**src/rtl/wb_exc_ctrl_pkg.sv**
```systemverilog
// Shared definitions for the write-back / exception commit stage.
// Exception codes, flag bit positions and WB state encoding.
package wb_exc_ctrl_pkg;

   localparam int WIDTH_CSR_NUM = 14;

   localparam logic [5:0] ECODE_INT = 6'h00;
   localparam logic [5:0] ECODE_ADE = 6'h08;
   localparam logic [5:0] ECODE_ALE = 6'h09;
   localparam logic [5:0] ECODE_SYS = 6'h0B;
   localparam logic [5:0] ECODE_BRK = 6'h0C;
   localparam logic [5:0] ECODE_INE = 6'h0D;

   localparam logic [8:0] ESUBCODE_ADEF = 9'h000;

   localparam int EXC_ADEF = 0;
   localparam int EXC_INE  = 1;
   localparam int EXC_SYS  = 2;
   localparam int EXC_BRK  = 3;
   localparam int EXC_ALE  = 4;

   typedef enum logic {
      WS_RUN   = 1'b0,
      WS_REDIR = 1'b1
   } ws_state_e;

endpackage

```
**src/rtl/wb_exc_ctrl_exc_prio_enc.sv**
```systemverilog
// Exception priority encoder: interrupt first, then ADEF>INE>SYS>BRK>ALE.
// Pure combinational; the caller qualifies the result with a valid WB entry.
module exc_prio_enc
   import wb_exc_ctrl_pkg::*;
(
   input  logic       has_int,
   input  logic [4:0] exc,
   output logic       any,
   output logic [5:0] ecode,
   output logic [8:0] esubcode
);

   // pick the highest-priority pending cause
   always_comb begin
      any      = has_int | (|exc);
      ecode    = ECODE_INT;
      esubcode = '0;
      if (has_int) begin
         ecode = ECODE_INT;
      end else if (exc[EXC_ADEF]) begin
         ecode    = ECODE_ADE;
         esubcode = ESUBCODE_ADEF;
      end else if (exc[EXC_INE]) begin
         ecode = ECODE_INE;
      end else if (exc[EXC_SYS]) begin
         ecode = ECODE_SYS;
      end else if (exc[EXC_BRK]) begin
         ecode = ECODE_BRK;
      end else if (exc[EXC_ALE]) begin
         ecode = ECODE_ALE;
      end
   end

endmodule

```
**src/rtl/wb_exc_ctrl.sv**
```systemverilog
// Write-back stage: commits, takes exceptions/interrupts or returns via ERTN,
// then holds a registered PC redirect toward IF until it is acknowledged.
module wb_exc_ctrl
   import wb_exc_ctrl_pkg::*;
#(
   parameter int PC_W      = 32,
   parameter int DATA_W    = 32,
   parameter int CSR_NUM_W = WIDTH_CSR_NUM
) (
   input  logic                 clk,
   input  logic                 resetn,
   input  logic                 ms_to_ws_valid,
   output logic                 ws_allowin,
   input  logic [PC_W-1:0]      ms_pc,
   input  logic [4:0]           ms_exc,
   input  logic [PC_W-1:0]      ms_vaddr,
   input  logic                 ms_is_ertn,
   input  logic                 ms_rf_we,
   input  logic [4:0]           ms_rf_waddr,
   input  logic [DATA_W-1:0]    ms_rf_wdata,
   input  logic                 ms_csr_re,
   input  logic                 ms_csr_we,
   input  logic [CSR_NUM_W-1:0] ms_csr_num,
   input  logic [DATA_W-1:0]    ms_csr_wmask,
   input  logic [DATA_W-1:0]    ms_csr_wvalue,
   output logic                 rf_we,
   output logic [4:0]           rf_waddr,
   output logic [DATA_W-1:0]    rf_wdata,
   output logic                 csr_re,
   output logic                 csr_we,
   output logic [CSR_NUM_W-1:0] csr_num,
   output logic [DATA_W-1:0]    csr_wmask,
   output logic [DATA_W-1:0]    csr_wvalue,
   input  logic [DATA_W-1:0]    csr_rvalue,
   output logic                 wb_ex,
   output logic [PC_W-1:0]      wb_pc,
   output logic [5:0]           wb_ecode,
   output logic [8:0]           wb_esubcode,
   output logic [PC_W-1:0]      wb_vaddr,
   output logic                 ertn_flush,
   input  logic                 has_int,
   input  logic [PC_W-1:0]      ex_entry,
   input  logic [PC_W-1:0]      ertn_pc,
   output logic                 flush_out,
   output logic                 redirect_req,
   output logic [PC_W-1:0]      redirect_pc,
   input  logic                 redirect_ack
);

   ws_state_e state, state_nxt;

   logic                 ws_valid;
   logic [PC_W-1:0]      ws_pc;
   logic [4:0]           ws_exc;
   logic [PC_W-1:0]      ws_vaddr;
   logic                 ws_is_ertn;
   logic                 ws_rf_we;
   logic [4:0]           ws_rf_waddr;
   logic [DATA_W-1:0]    ws_rf_wdata;
   logic                 ws_csr_re;
   logic                 ws_csr_we;
   logic [CSR_NUM_W-1:0] ws_csr_num;
   logic [DATA_W-1:0]    ws_csr_wmask;
   logic [DATA_W-1:0]    ws_csr_wvalue;

   logic       evt;
   logic       exc_any;
   logic       is_exc;
   logic       is_ertn;
   logic       normal;
   logic       load;
   logic       ack_take;
   logic [5:0] ecode;
   logic [8:0] esubcode;

   exc_prio_enc u_enc (
      .has_int  (has_int),
      .exc      (ws_exc),
      .any      (exc_any),
      .ecode    (ecode),
      .esubcode (esubcode)
   );

   // classify the WB entry; an entry in RUN always retires this cycle
   always_comb begin
      evt        = ws_valid && (state == WS_RUN);
      is_exc     = evt && exc_any;
      is_ertn    = evt && !exc_any && ws_is_ertn;
      normal     = evt && !exc_any && !ws_is_ertn;
      flush_out  = is_exc || is_ertn || (state == WS_REDIR);
      ws_allowin = !ws_valid || (state == WS_RUN);
      load       = ms_to_ws_valid && ws_allowin && !flush_out;
      ack_take   = redirect_req && redirect_ack;
   end

   // WB pipeline register; flushed data is dropped
   always_ff @(posedge clk or negedge resetn) begin
      if (!resetn) begin
         ws_valid      <= 1'b0;
         ws_pc         <= '0;
         ws_exc        <= '0;
         ws_vaddr      <= '0;
         ws_is_ertn    <= 1'b0;
         ws_rf_we      <= 1'b0;
         ws_rf_waddr   <= '0;
         ws_rf_wdata   <= '0;
         ws_csr_re     <= 1'b0;
         ws_csr_we     <= 1'b0;
         ws_csr_num    <= '0;
         ws_csr_wmask  <= '0;
         ws_csr_wvalue <= '0;
      end else begin
         ws_valid <= load;
         if (load) begin
            ws_pc         <= ms_pc;
            ws_exc        <= ms_exc;
            ws_vaddr      <= ms_vaddr;
            ws_is_ertn    <= ms_is_ertn;
            ws_rf_we      <= ms_rf_we;
            ws_rf_waddr   <= ms_rf_waddr;
            ws_rf_wdata   <= ms_rf_wdata;
            ws_csr_re     <= ms_csr_re;
            ws_csr_we     <= ms_csr_we;
            ws_csr_num    <= ms_csr_num;
            ws_csr_wmask  <= ms_csr_wmask;
            ws_csr_wvalue <= ms_csr_wvalue;
         end
      end
   end

   // state register
   always_ff @(posedge clk or negedge resetn) begin
      if (!resetn) state <= WS_RUN;
      else         state <= state_nxt;
   end

   // enter REDIR on any event, leave on an accepted redirect
   always_comb begin
      state_nxt = state;
      unique case (state)
         WS_RUN:   if (is_exc || is_ertn) state_nxt = WS_REDIR;
         WS_REDIR: if (ack_take)          state_nxt = WS_RUN;
         default:  state_nxt = WS_RUN;
      endcase
   end

   // redirect target is latched at the event so later CSR changes don't leak in
   always_ff @(posedge clk or negedge resetn) begin
      if (!resetn) begin
         redirect_req <= 1'b0;
         redirect_pc  <= '0;
      end else if (is_exc) begin
         redirect_req <= 1'b1;
         redirect_pc  <= ex_entry;
      end else if (is_ertn) begin
         redirect_req <= 1'b1;
         redirect_pc  <= ertn_pc;
      end else if (ack_take) begin
         redirect_req <= 1'b0;
      end
   end

   // commit-side outputs; exceptions and ERTN suppress all writes
   always_comb begin
      rf_we       = normal && ws_rf_we;
      rf_waddr    = ws_rf_waddr;
      rf_wdata    = ws_csr_re ? csr_rvalue : ws_rf_wdata;
      csr_re      = evt && ws_csr_re;
      csr_we      = normal && ws_csr_we;
      csr_num     = ws_csr_num;
      csr_wmask   = ws_csr_wmask;
      csr_wvalue  = ws_csr_wvalue;
      wb_ex       = is_exc;
      wb_pc       = ws_pc;
      wb_ecode    = ecode;
      wb_esubcode = esubcode;
      wb_vaddr    = ws_vaddr;
      ertn_flush  = is_ertn;
   end

endmodule
```
**config.mk**
```make
export PLATFORM = sky130hd
export DESIGN_NAME = wb_exc_ctrl
export DESIGN_NICKNAME = d
export VERILOG_FILES = /design/src/rtl/wb_exc_ctrl_pkg.sv /design/src/rtl/wb_exc_ctrl_exc_prio_enc.sv /design/src/rtl/wb_exc_ctrl.sv
export SDC_FILE = /design/constraint.sdc
export NUM_CORES = 1
export LEC_CHECK = 0
export ABC_AREA = 1
export CAP_MARGIN = 30
export CELL_PAD_IN_SITES_DETAIL_PLACEMENT = 0
export CELL_PAD_IN_SITES_GLOBAL_PLACEMENT = 2
export CORE_AREA = 5 5 199 201
export CTS_CLUSTER_SIZE = 12
export DETAILED_ROUTE_END_ITERATION = 8
export DIE_AREA = 0 0 204 206
export DONT_BUFFER_PORTS = 1
export GPL_ROUTABILITY_DRIVEN = 0
export GPL_TIMING_DRIVEN = 0
export PLACE_DENSITY = 0.65
export SLEW_MARGIN = 30
export SYNTH_ARGS = -nofsm -noshare
export SYNTH_HDL_FRONTEND = slang
export SYNTH_SLANG_ARGS = --single-unit
```
**constraint.sdc**
```tcl
create_clock -name clk -period 2.45 [get_ports clk]
set_input_delay 0.245 -clock clk [delete_from_list [all_inputs] [get_ports clk]]
set_output_delay 0.245 -clock clk [all_outputs]
set_load 0.02 [all_outputs]
```
==> impl_metrics.toml, run 1 <==
[sta]
whs_ns = -0.602
worstMarginPinSlew_ns = 1.05
period_needed_ns = 2.31
setup_viol = 0
skew_ns = 0.00909
rsz0062_at_grt = "yes"
period_share = 0.943
slew_violations = 0
max_freq_ghz = 0.433
hold_viol = 223
relSlewSlack = 0.302

[cts]
numCtsBuffers = 28
cts_tree = "done"
cts.path.max_buffers = 3
clock_latency_ns = 0.54
htreeDepth = 1
cts_hold_buffers = 251
ctsRootBufferMaster = "clkbuf_16"
path_clk_slew_ns = 0.06
cts.sinks = 223

[routing]
firstDrtPassIters = 6
initialDrtViolationCount = 483
drcViolationCount = 0
antenna_left = 0
avgRoutedWirePerCell_um = 20.9
viasPerCell = 4.68
vias = 9617
routed_wl_mm = 42.9

[worst_setup_path]
criticalPathCategory = "register to primary output"
crit_arrival_ns = 2.06
cp-start-kind = "register"
cp-end-kind = "primary output"
cp.required_ns = 2.20
path_max_fanout = 10

[cells_and_area]
fin_util = 0.380
layout-drive-gt1-share = 0.0757
area_growth_pct = 42.6
final_nets = 1813

[die]
std_cell_rows = 71
die_area_mm2 = 0.0420
die_w_um = 204
initial_core_util = 0.267
ios = 523
die_h_um = 206
core_area_mm2 = 0.0374

[global_route]
use_met2 = 0.350
grt_pass1_vias = 10190
grt-ovfl-total = 0
grt_pass1_wl_mm = 63.7
grt.busiest_layer = "met2"
antenna_found_initial = 0
met1_usage = 0.221
track_usage = 0.194
met3_usage = 0.0673
grt_start_max_net_pins = 224

[yosys]
ys_types = 19
synth_cells = 1232
ys.flop_type = "dfrtp_1"
yosys-top-cells-count = "nand2_1 (672), dfrtp_1 (223), nand4_1 (188), clkbuf_1 (64), buf_2 (37)"
synth.avg_cell_area_um2 = 8.09
synth.area.top_cells = "dfrtp_1 (56%), nand2_1 (25%), nand4_1 (12%)"
synth_area_mm2 = 0.00997
synthArstFlopShare = 1.00
synth_edf_count = 0
synth_top_area_share = 0.560
ys_seq_area_frac = 0.560
synth_top_cell_by_area = "dfrtp_1"
synth_most_common_cell = "nand2_1"
synth_seq_cells = 223
yosys_warnings = 0

[power_and_ir_drop]
cellPowerDensity_mw_per_mm2 = 1330
power_uw = 18900
peakVddDrop_v = 0.000539
p_leak_uw = 0.00717

[run]
max_cap_violations = 0

[placed_design]
io_buffer_count = 0
dp_hpwl_mm = 31.3

[status]
status = "finished with violations"
failed_checks = "hold timing"

[min_path]
hold_path.class = "input port to asynchronous set/reset pin"
[placed cells by master, fill, tap and decap left out]
cell type,synthesis,final
nand2_1,672,670
dlygate4sd3_1,0,251
dfrtp_1,223,223
nand4_1,188,188
clkbuf_1,64,56
buf_2,37,34
clkbuf_16,0,29
buf_4,12,17
inv_1,16,15
conb_1,1,11
clkbuf_8,0,11
clkbuf_2,0,9
nor2_1,6,5
clkinv_2,0,5
bufinv_16,0,3
a21oi_1,2,2
nor3_1,2,2
nor2_2,1,2
nand2_2,0,2
o21bai_1,2,2
diode_2,0,1
nand3_2,1,1
inv_2,0,1
clkbuf_4,0,1
buf_6,0,1
nand3_4,1,1
nand3_1,1,1
o31ai_1,1,1
o21ai_0,1,1
[area by class of cell]
type / count / area (µm²)
inverters: 16 / 60.1
clock buffers: 43 / 888
plain buffers: 111 / 531
diodes: 1 / 2.50
multi-input cells: 889 / 3860
fillers: 3909 / 23200
flip-flops and latches: 223 / 5580
well taps: 511 / 639
repair buffers: 255 / 2540
clock inverters: 8 / 115
[worst paths after layout]
kind | from | to | slack, ns | cells past startpoint
max in group asynchronous | resetn | wb_pc[31] | 2.19 | 0
min in group clk | ex_entry[4] | redirect_pc[4] | 0.03 | 4
worst min-delay path | resetn | ws_rf_wdata[19] | -0.60 | 0
worst max register to register | ws_exc[0] | redirect_pc[28] | 0.21 | 9
worst min register to register | ws_rf_wdata[27] | ws_rf_wdata[27] | 0.47 | 2
worst max-delay path | state | flush_out | 0.14 | 5
[repair_timing]
item                                    in CTS  in global routing
buffers inserted                             0                  4
endpoints found under the setup margin      19                 33
resized for setup                           11                 11
hold endpoints to repair                   444                223
[worst max-delay path: stages (launching register included)]
cell      delay, ns
dfrtp_1        0.40
inv_1          0.08
buf_4          0.22
clkbuf_2       0.30
clkbuf_2       0.33
nand2_2        0.19
[power by group]
part	switching [µW]	internal (µW)	total, µW	leakage [µW]
clock	1650	2790	4440	0.000502
combinational	3830	1820	5640	0.00391
sequential	3360	5430	8790	0.00276
total	8840	10000	18900	0.00717
[flip-flops by register name (all words and copies together) (netlist names)]
register and flops:
csr_num 14, csr_wmask 32, csr_wvalue 32, redirect_pc 32, redirect_req 1, rf_waddr 5
state 1, wb_pc 32, wb_vaddr 32, ws_csr_re 1, ws_csr_we 1, ws_exc 5
ws_is_ertn 1, ws_rf_wdata 32, ws_rf_we 1, ws_valid 1
[kinds of logic after synthesis]
family,synth area share
other cells,0.000376
simple gates,0.378
flops,0.560
buf+inv,0.0581
compound gates,0.00376
[per-stage QoR]
stage	std cells	instance area, µm²	TNS (ns)	setup WS (ns)
floorplan	1242	10000	0	0.775
global placement	1753	10600	0	0.0630
detailed placement	1753	10600	0	0.0594
CTS	2054	14200	0	0.0206
global route	2056	14200	-0.0944	-0.0239
finish	2057	14200	0	0.140
[layer usage]
layer  wire (µm)  part of all wire  up-vias
li1            -                 -     4588
met1       16200              0.38     4568
met2       21600              0.50      400
met3        4100             0.096       61
met4        1010             0.024        0
met5           0                 0        -
Power figures use the tool's default switching activity.
==> run 2, diff against run 1 <==
--- a/config.mk
+++ b/config.mk
@@ -9,14 +9,14 @@
 export CAP_MARGIN = 30
 export CELL_PAD_IN_SITES_DETAIL_PLACEMENT = 0
 export CELL_PAD_IN_SITES_GLOBAL_PLACEMENT = 2
-export CORE_AREA = 5 5 199 201
+export CORE_AREA = 2 2 202 204
 export CTS_CLUSTER_SIZE = 12
 export DETAILED_ROUTE_END_ITERATION = 8
 export DIE_AREA = 0 0 204 206
 export DONT_BUFFER_PORTS = 1
 export GPL_ROUTABILITY_DRIVEN = 0
 export GPL_TIMING_DRIVEN = 0
-export PLACE_DENSITY = 0.65
+export PLACE_DENSITY = 0.62
 export SLEW_MARGIN = 30
 export SYNTH_ARGS = -nofsm -noshare
 export SYNTH_HDL_FRONTEND = slang
==> impl_metrics.toml, run 2 (synthesis results as in run 1) <==
[global_route]
track_usage = 0.189
grt_start_max_net_pins = 224
grt_pass1_wl_mm = 60.6
antenna_found_initial = 3
grt-ovfl-total = 0
grt_pass1_vias = 9684

[min_path]
hold_path.class = "input port to asynchronous set/reset pin"

[worst_setup_path]
cp-start-kind = "register"
criticalPathCategory = "register to primary output"
critPathTopFamily = "buffers and inverters"
crit_top_cell = "nand2_1"
cp.required_ns = 2.20
cp.buffers_inverters = 3
crit_arrival_ns = 2.07
crit_path_top_delay_cell = "buf_1"
cp_slowest_stage_delay_ns = 0.41
crit_chain = "clkbuf_1 -> inv_1 -> buf_1 -> nand2_1 -> nand2_1"
cp-end-kind = "primary output"
path_max_fanout = 10

[die]
core_area_mm2 = 0.0402
std_cell_rows = 74
die_w_um = 204
ios = 523
initial_core_util = 0.248
die_area_mm2 = 0.0420
die_h_um = 206

[power_and_ir_drop]
peakVddDrop_v = 0.000549
p_leak_uw = 0.00715
cellPowerDensity_mw_per_mm2 = 1310

[sta]
slew_violations = 0
setup_viol = 0
rsz0062_at_grt = "no"
hold_viol = 223
period_needed_ns = 2.32
period_share = 0.946
worstMarginPinSlew_ns = 0.887
tns_ns = 0
relSlewSlack = 0.409
max_freq_ghz = 0.431
whs_ns = -0.604
skew_ns = 0.0136

[routing]
antenna_left = 0
firstDrtPassIters = 4
viasPerCell = 4.61
vias = 9603
initialDrtViolationCount = 391
routed_wl_mm = 41.5
avgRoutedWirePerCell_um = 20.0
drcViolationCount = 0

[cells_and_area]
final_nets = 1818
final_cell_mix = "nand2_1 (671), dlygate4sd3_1 (253), dfrtp_1 (223)"
fillCellCount = 4223
layout-drive-gt1-share = 0.0711
fin_util = 0.354
area_growth_pct = 42.7
mostFrequentLayoutCell = "nand2_1"

[cts]
htreeDepth = 1
cts_tree = "done"
ctsRootBufferMaster = "clkbuf_16"
cts.sinks = 223
path_clk_slew_ns = 0.06
clock_latency_ns = 0.55
cts_hold_buffers = 253
cts.path.max_buffers = 3
numCtsBuffers = 28

[status]
status = "finished with violations"
failed_checks = "hold timing"

[run]
max_cap_violations = 0

[placed_design]
dp_hpwl_mm = 30.1
io_buffer_count = 0
[run 2: cell types whose count changed in the layout (fill, tap and decap cells not counted), sizes merged]
cell	change
buf	+1
clkbuf	+3
clkinv	-3
diode	+1
dlygate4sd3	+2
[run 2: timing repair]
| item | 4_1_cts | 5_1_grt |
|---|---|---|
| buffers inserted | 0 | 5 |
| endpoints found under the hold margin | 445 | 223 |
| endpoints found under the setup margin | 10 | 14 |
| gates resized for setup | 9 | 17 |
[run 2: layer usage]
metal / global-route usage / up-vias / share of wire
met5: 0 / - / 0.00039
met4: 0.0484 / 2 / 0.021
met3: 0.0546 / 51 / 0.084
met2: 0.340 / 373 / 0.50
met1: 0.219 / 4572 / 0.39
li1: - / 4605 / -
[run 2: cell type report]
cell class / instances / area [µm²] / share of cell area
repair buffers: 258 / 2570 / 0.181
clock inverters: 5 / 100 / 0.00703
well taps: 532 / 666 / 0.0468
plain buffers: 113 / 543 / 0.0382
diodes: 2 / 5.00 / 0.000352
clock buffers: 44 / 852 / 0.0599
multi-input cells: 889 / 3850 / 0.271
inverters: 16 / 60.1 / 0.00422
flip-flops and latches: 223 / 5580 / 0.392
[run 2: power breakdown]
part	total (µW)	switching, µW	internal (µW)
clock network	4310	1630	2670
registers	8710	3280	5430
logic	5630	3840	1790
total	18600	8750	9900
[run 2: per-stage QoR]
stage	cell area [µm²]	total power, µW	setup slack, ns	std cells
6_report	14200	18600	0.132	2082
3_3_place_gp	10700	14000	0.0415	1774
4_1_cts	14200	18900	0.0203	2075
3_5_place_dp	10700	14100	0.0311	1774
2_1_floorplan	10000	12000	0.775	1242
5_1_grt	14200	20000	0.00589	2082
[run 2: final timing paths]
path                                  from         endpoint  slack (ns)  depth (start not counted)
max in group asynchronous           resetn     wb_vaddr[19]        2.67                          0
setup reg to reg                     state  redirect_pc[28]        0.24                         11
hold / removal                      resetn  ws_rf_wdata[14]       -0.60                          0
min in group clk                   has_int            state        0.35                          6
setup / recovery                 ws_csr_re     rf_wdata[19]        0.13                          5
hold reg to reg            ws_rf_wdata[24]  ws_rf_wdata[24]        0.47                          2
